[config.mk]
export PLATFORM = sky130hd
export DESIGN_NAME = dm_arbiter
export DESIGN_NICKNAME = d
export VERILOG_FILES = /design/src/rtl/dm_arb_pkg.sv /design/src/rtl/dm_arb_pick.sv /design/src/rtl/dm_arbiter.sv
export SDC_FILE = /design/constraint.sdc
export NUM_CORES = 1
export LEC_CHECK = 0
export ABC_AREA = 1
export CORE_AREA = 2 2 117 119
export CTS_BUF_LIST = sky130_fd_sc_hd__clkbuf_4
export DETAILED_ROUTE_END_ITERATION = 8
export DIE_AREA = 0 0 119 121
export PLACE_DENSITY = 0.82
export SLEW_MARGIN = 20
export SYNTH_ARGS = -nofsm -noshare
export SYNTH_HDL_FRONTEND = slang
export SYNTH_SLANG_ARGS = --single-unit
[constraint.sdc]
create_clock -name clk -period 2.25 [get_ports clk]
set_input_delay 0.3375 -clock clk [delete_from_list [all_inputs] [get_ports clk]]
set_output_delay 0.3375 -clock clk [all_outputs]
set_load 0.01 [all_outputs]
[src/rtl/dm_arb_pkg.sv]
// Shared types and constants for the dual-port data-memory arbiter.
package dm_arb_pkg;

    typedef enum logic [1:0] {
        IDLE   = 2'd0,
        ACCESS = 2'd1,
        DONE   = 2'd2
    } state_t;

    typedef logic port_id_t;

    localparam port_id_t PORT_CPU = 1'b0;
    localparam port_id_t PORT_AUX = 1'b1;

    // Memory word width and the byte-offset bits that must be zero for an aligned access.
    localparam int unsigned DATA_W     = 32;
    localparam int unsigned BYTE_OFS_W = 2;
    localparam int unsigned MEM_AW     = 32;

endpackage

[src/rtl/dm_arb_pick.sv]
// Combinational arbitration decision: requests (and last grant) -> winning port.
// DM_ARB_RR_EN defined: round-robin between simultaneous requesters.
// DM_ARB_RR_EN undefined: fixed priority, port 0 always wins.
module dm_arb_pick
    import dm_arb_pkg::*;
(
    input  logic     req0,
    input  logic     req1,
`ifdef DM_ARB_RR_EN
    input  port_id_t last,
`endif
    output logic     any,
    output port_id_t winner
);

    // Pick the winner among the active requests.
    always_comb begin
        any    = req0 | req1;
        winner = PORT_CPU;
`ifdef DM_ARB_RR_EN
        if (req0 && req1) begin
            winner = (last == PORT_CPU) ? PORT_AUX : PORT_CPU;
        end else if (req1) begin
            winner = PORT_AUX;
        end
`else
        if (!req0 && req1) begin
            winner = PORT_AUX;
        end
`endif
    end

endmodule

[src/rtl/dm_arbiter.sv]
// Two-master arbiter in front of a single-ported data memory.
// Each access walks IDLE -> ACCESS -> DONE; the ack pulse is registered and
// appears during DONE. Misaligned or out-of-range accesses fault: the write is
// suppressed, read data is zero and err is raised with the ack.
// Optional macro DM_ARB_RR_EN selects round-robin instead of fixed priority.
module dm_arbiter
    import dm_arb_pkg::*;
#(
    parameter int unsigned DEPTH_WORDS = 3072,
    parameter int unsigned AW          = 32
) (
    input  logic          clk,
    input  logic          reset,
    input  logic          req0,
    input  logic          we0,
    input  logic [AW-1:0] addr0,
    input  logic [31:0]   wd0,
    output logic          ack0,
    output logic [31:0]   rd0,
    output logic          err0,
    input  logic          req1,
    input  logic          we1,
    input  logic [AW-1:0] addr1,
    input  logic [31:0]   wd1,
    output logic          ack1,
    output logic [31:0]   rd1,
    output logic          err1,
    output logic [31:0]   mem_addr,
    output logic [31:0]   mem_wd,
    output logic          mem_we,
    input  logic [31:0]   mem_rd,
    output logic          busy
);

    state_t        state;
    state_t        state_nxt;

    logic          any_req;
    port_id_t      pick;

    logic          sel_we;
    logic [AW-1:0] sel_addr;
    logic [31:0]   sel_wd;
    logic [AW-1:0] word_idx;
    logic          sel_fault;

    port_id_t      win_q;
    logic          we_q;
    logic [AW-1:0] addr_q;
    logic [31:0]   wd_q;
    logic          fault_q;
    logic [31:0]   rdata_q;
    logic          ack0_q;
    logic          ack1_q;
    logic          err0_q;
    logic          err1_q;

`ifdef DM_ARB_RR_EN
    port_id_t      last_q;

    // Remember the last granted port; resetting to AUX hands the first contention to CPU.
    always_ff @(posedge clk) begin
        if (reset) begin
            last_q <= PORT_AUX;
        end else if (state == IDLE && any_req) begin
            last_q <= pick;
        end
    end

    dm_arb_pick u_pick (
        .req0   (req0),
        .req1   (req1),
        .last   (last_q),
        .any    (any_req),
        .winner (pick)
    );
`else
    dm_arb_pick u_pick (
        .req0   (req0),
        .req1   (req1),
        .any    (any_req),
        .winner (pick)
    );
`endif

    // Route the winning requester's command and classify it as faulting or not.
    always_comb begin
        if (pick == PORT_AUX) begin
            sel_we   = we1;
            sel_addr = addr1;
            sel_wd   = wd1;
        end else begin
            sel_we   = we0;
            sel_addr = addr0;
            sel_wd   = wd0;
        end
        word_idx  = sel_addr >> BYTE_OFS_W;
        sel_fault = (sel_addr[BYTE_OFS_W-1:0] != '0) ||
                    (word_idx >= AW'(DEPTH_WORDS));
    end

    // FSM state register.
    always_ff @(posedge clk) begin
        if (reset) begin
            state <= IDLE;
        end else begin
            state <= state_nxt;
        end
    end

    // FSM next-state: requests are only looked at in IDLE.
    always_comb begin
        state_nxt = IDLE;
        unique case (state)
            IDLE:    state_nxt = any_req ? ACCESS : IDLE;
            ACCESS:  state_nxt = DONE;
            DONE:    state_nxt = IDLE;
            default: state_nxt = IDLE;
        endcase
    end

    // FSM outputs: the write strobe is gated by reset so a reset in ACCESS kills the write.
    always_comb begin
        busy   = (state != IDLE);
        mem_we = (state == ACCESS) && we_q && !fault_q && !reset;
    end

    // Latch the granted command in IDLE, capture read data and raise ack/err leaving ACCESS.
    always_ff @(posedge clk) begin
        if (reset) begin
            win_q   <= PORT_CPU;
            we_q    <= 1'b0;
            addr_q  <= '0;
            wd_q    <= '0;
            fault_q <= 1'b0;
            rdata_q <= '0;
            ack0_q  <= 1'b0;
            ack1_q  <= 1'b0;
            err0_q  <= 1'b0;
            err1_q  <= 1'b0;
        end else begin
            ack0_q <= 1'b0;
            ack1_q <= 1'b0;
            err0_q <= 1'b0;
            err1_q <= 1'b0;
            unique case (state)
                IDLE: begin
                    if (any_req) begin
                        win_q   <= pick;
                        we_q    <= sel_we;
                        addr_q  <= sel_addr;
                        wd_q    <= sel_wd;
                        fault_q <= sel_fault;
                    end
                end
                ACCESS: begin
                    rdata_q <= (we_q || fault_q) ? '0 : mem_rd;
                    ack0_q  <= (win_q == PORT_CPU);
                    ack1_q  <= (win_q == PORT_AUX);
                    err0_q  <= fault_q && (win_q == PORT_CPU);
                    err1_q  <= fault_q && (win_q == PORT_AUX);
                end
                default: ;
            endcase
        end
    end

    assign mem_addr = 32'(addr_q);
    assign mem_wd   = wd_q;
    assign ack0     = ack0_q;
    assign ack1     = ack1_q;
    assign err0     = err0_q;
    assign err1     = err1_q;
    assign rd0      = rdata_q;
    assign rd1      = rdata_q;

endmodule

== Word-level counts from Yosys, hierarchy flattened ==
Cells that the tools add are included.

* Order comparisons: 1
* Eq/ne operators: 1
* Mux-type cells: 7
* Bitwise operators: 3
* Reduce and logical (&&, ||, !) cells: 16

{| class="wikitable"
|+ Operators with widths
! kind !! number
|-
| two-way mux 32 bit || 3
|-
| greater-or-equal comparator 30 x 12 -> 1 bit, second input constant || 1
|-
| logical AND 1 bit || 6
|-
| one-hot mux 2 bit (2 select lines) || 1
|-
| nonzero test 2 bit || 2
|-
| zero test 1 bit || 3
|-
| two-way mux 1 bit || 3
|-
| equality test 2 x 1 -> 1 bit, second input constant || 1
|-
| zero test 2 bit || 1
|-
| logical OR 1 bit || 2
|-
| inverter 1 bit || 2
|-
| AND reduction 2 bit || 1
|-
| OR reduction 2 bit || 1
|-
| bitwise OR 1 bit || 1
|}

* Flip-flop bits (word level): 105
* Input port bits: 166
* Output and inout port bits: 134
* Word-level logic and storage cells: 39

== Longest topological paths before layout ==
Gate-level depths: netlist of run 1.

* Depth in word-level cells: 6
* Depth in mapped cells: 12
* Mapped depth without buffers: 10

== Cells and area by module ==
A second synthesis of run 1 with hierarchy kept.

* Cells, all modules: 631
* Area, all modules: 4513.1 um2

{| class="wikitable"
|+ By module, submodules not included
! module !! times used !! cells an instance !! area each (um2) !! seq. area each (um2)
|-
| dm_arbiter || 1 || 627 || 4498.1 || 2102.0
|-
| dm_arb_pick || 1 || 4 || 15.0 || 0.0
|}

== Worst setup path after synthesis of run 1 ==
Ideal clock, no wire load.

* Path kind: input -> register
* Start: input port req1
* End: register fault_q
* Library setup time: 0.109 ns
* Arrival: 1.243 ns
* Required time: 2.141 ns
* Slack: 0.898 ns
* Stages: 11
* Buffers on the path: 2
* Cells stage by stage: buf_4 inv_2 nor2_4 buf_2 nand2_1 nand2_1 nand3_1 nor2_1 nand3_1 nand2_1 inv_1

* Longest elaborated chain between the ends: 5
* Elaborated cells between the ends (all ways): 8
* Classes of those cells: order compare (1); mux (2); bitwise (1); reduce/logical (4)

{| class="wikitable"
|+ RTL lines
! item !! line !! RTL
|-
| from (decl) || dm_arbiter.sv:21 || <nowiki>input logic req1,</nowiki>
|-
| logical AND 1 bit || dm_arb_pick.sv:27 || <nowiki>if (!req0 && req1) begin</nowiki>
|-
| two-way mux 1 bit || dm_arb_pick.sv:27 ||
|-
| two-way mux 32 bit || dm_arbiter.sv:88 || <nowiki>if (pick == PORT_AUX) begin</nowiki>
|-
| greater-or-equal comparator 30 x 12 -> 1 bit or nonzero test 2 bit (tied branches) || dm_arbiter.sv:99, dm_arbiter.sv:98 ||
|-
| logical OR 1 bit || dm_arbiter.sv:98 || <nowiki>sel_fault = (sel_addr[BYTE_OFS_W-1:0] != '0) ||</nowiki>
|-
| to (signal assigned) || dm_arbiter.sv:153 || <nowiki>fault_q <= sel_fault;</nowiki>
|-
| to (decl) || dm_arbiter.sv:51 || <nowiki>logic fault_q;</nowiki>
|}

Parallel ways exist; a longest one is shown, timed or not.
A chain may end at the register's enable or synchronous reset.

== Worst setup path after layout of run 1 ==
* Start: register state[0]
* End: output port mem_we

* Longest elaborated chain between the ends: 4

{| class="wikitable"
|+ RTL lines
! item !! line !! RTL
|-
| from (decl) || dm_arbiter.sv:35 || <nowiki>state_t state;</nowiki>
|-
| from (signal assigned) || dm_arbiter.sv:107 || <nowiki>state <= state_nxt;</nowiki>
|-
| equality test 2 x 1 -> 1 bit || dm_arbiter.sv:125 || <nowiki>mem_we = (state == ACCESS) && we_q && !fault_q && !reset;</nowiki>
|-
| logical AND 1 bit (3 in series) || dm_arbiter.sv:125 ||
|-
| to (decl) || dm_arbiter.sv:30 || <nowiki>output logic mem_we,</nowiki>
|}

Every way passes these cells.

==> flow_summary.yaml, run 1 <==
run_status:
  outcome: "finished clean"
die:
  die_y_um: 121
  die_area_um2: 14400
  ios: 300
  initial_core_util_pct: 35.0
  coreArea_um2: 13100
  core.rowCount: 42
  die_w_um: 119
clock_network:
  cts_root_buffer: "clkbuf_4"
  cts_tree: "yes"
  htreeDepth: 3
  clock_latency_ns: 0.47
  clock-sinks: 105
  numCtsBuffers: 9
  cts_setup_buffers: 0
  clk_pin_slew_ns: 0.17
  clock_path_buffers: 2
  postCtsHoldBufs: 0
drt:
  drtIter0Drc: 207
  routed_wl_mm: 15.7
  dr.pass1.iters: 4
  routedWlPerCell_um: 15.1
  route.detailed.drc: 0
  ant_nets: 0
  via_per_inst: 4.85
  vias: 5058
synthesis:
  async_flop_share_pct: 0
  yosysTopAreaCellShare_pct: 45.9
  synth_enable_flop_cells: 0
  ys_seq_area_share_pct: 45.9
  ys_types: 24
  synth_area_um2: 4580
  synth_area_leader_cell: "dfxtp_1"
  yosysWarnings: 0
  synthMostInstantiatedCell: "nand2_1"
  synth_ff_type: "dfxtp_1"
  synth_area_per_cell_um2: 7.46
  synth_commonest_cells: "nand2_1 (166), a21oi_1 (120), dfxtp_1 (105), o21ai_0 (64), buf_4 (33)"
  synth_cells: 614
  synth_seq_cells: 105
  synth_area_leaders: "dfxtp_1 (46%), nand2_1 (14%), a21oi_1 (13%)"
  synth_nets: 780
global_routing:
  grt_use_total_pct: 21.5
  antenna_found_initial: 1
  grt_pass1_vias: 4892
  grt_pass1_wl_mm: 24.7
  grt_start_max_net_pins: 66
  grt-ovfl-total: 0
worst_hold_path:
  hp-class: "in -> reg"
setup_path:
  crit_chain: "inv_1 > nor2_1 > inv_2 > nor2_1 > nand2_1 > nor2_1 > dlygate4sd2_1"
  required_ns: 1.91
  start_kind: "flip-flop"
  timing.critical_path.fanout_max: 3
  slowest_stage: "dfxtp_1"
  crit_arrival_ns: 1.65
  crit_top_cell: "nor2_1"
  slowest_delay_ns: 0.38
  worstSetupPathType: "reg -> out"
  worstSetupEndpointType: "output pin"
timing:
  max_slew_margin_pct: 71.9
  rsz0062_at_grt: "no"
  period_needed_ns: 1.98
  fin_crit_sh_pct: 88.1
  skew_ns: 0.0211
  worstMarginPinSlew_ns: 0.420
  tns_ns: 0
  hold_viol_final: 0
  setup_viol: 0
  max_freq_mhz: 504
  drv_slew: 0
power:
  power_leakage_uw: 0.00293
  peakVddDrop_mv: 0.278
  power_density_nw_per_um2: 572
layout:
  nNetsFinal: 1026
  layout-drive-gt1-share_pct: 5.20
  layout.cells.non_filler: 1042
  area_delta_synth_final_pct: 65.2
  n_fill_cell: 1194
  final_util_pct: 57.8
placement:
  place.gp.congestion: 0.839
  io_buffer_count: 299
  dp.final_hpwl_mm: 11.6
  dp_cells: 1025
run:
  drv_cap: 0
## cell families after synthesis
group / after synthesis / share of synthesized area, %
simple gates: 209 / 19.0
compound gates: 206 / 23.4
buf+inv: 94 / 11.7
flops: 105 / 45.9
## sequential cells by signal (all words and copies together), names as in the netlist, 2 cells and up
| signal | count |
|---|---|
| rd0 | 32 |
| mem_wd | 32 |
| state | 2 |
| mem_addr | 32 |
## critical path, delay by kind of cell (launching register included)
kind,cells,cell delay [ns]
flip-flops,1,0.38
buffers and inverters,3,0.38
AND/OR/NAND/NOR,4,0.41
## per-layer routing
layer | global-route usage, % | up-vias | part of all wire, %
li1 | - | 2513 | -
met3 | 6.39 | 26 | 8.8
met1 | 25.1 | 2278 | 40
met4 | 9.67 | 0 | 2.9
met2 | 36.4 | 241 | 48
met5 | 0 | - | 0
## placed cells by master, fill, tap and decap left out, types with 2 or more instances in the layout
master / n
nand3_2: 7
inv_2: 3
nor2_1: 19
inv_1: 13
clkbuf_4: 10
a31oi_1: 18
buf_12: 2
clkinvlp_4: 2
o21ai_0: 64
dfxtp_1: 105
clkdlybuf4s50_1: 298
nand2_1: 166
inv_6: 2
nor3_1: 2
a21oi_1: 120
nand3_1: 11
buf_4: 11
## power by group
| group | switching, µW | internal (µW) | total (µW) | leakage [µW] |
|---|---|---|---|---|
| Combinational | 585 | 730 | 1320 | 0.00200 |
| Sequential | 96.6 | 2030 | 2130 | 0.000866 |
| Clock | 644 | 243 | 887 | 0.0000608 |
## final timing paths
check,slack [ns],end,depth (start not counted),start
max,0.27,mem_we,7,state[0]
max reg2reg,0.65,rd0[8],8,state[0]
min,0.40,mem_wd[9],3,wd0[9]
min reg2reg,0.49,rd0[12],2,rd0[12]
## final cells by class
cell class | count | area (µm²) | area share [%]
repair buffers | 312 | 3110 | 41.1
flip-flops and latches | 105 | 2100 | 27.8
multi-input cells | 415 | 1950 | 25.7
well taps | 176 | 220 | 2.91
clock buffers | 10 | 75.1 | 0.992
inverters | 17 | 66.3 | 0.876
clock inverters | 6 | 41.3 | 0.546
diodes | 1 | 2.50 | 0.0331
## repair_timing
item | CTS | global route
endpoints found under the setup margin | 1 | 0
endpoints found under the hold margin | 0 | 0
resized for setup | 1 | 0
## metrics by stage
step	power [µW]	setup slack, ns	cell area (µm²)	hold slack [ns]
global route	4590	0.114	7570	0.363
finish	4330	0.267	7570	0.396
global placement	3470	0.124	7450	0.465
CTS	4380	0.203	7570	0.355
detailed placement	3480	0.0748	7450	0.467
floorplan	2710	0.898	4580	0.426
No activity file was read; power rests on OpenSTA's default activity.
==> run 2, diff against run 1 <==
- GPL_ROUTABILITY_DRIVEN: not set -> 0
==> results of run 2 <==
Same layout as run 1: the final DEF is identical, and so are final timing and power.
==> run 3, diff against run 2 <==
- CAP_MARGIN: not set -> 20
- GPL_ROUTABILITY_DRIVEN: 0 -> not set
==> results of run 3 <==
Same layout as run 1: the final DEF is identical, and so are final timing and power.
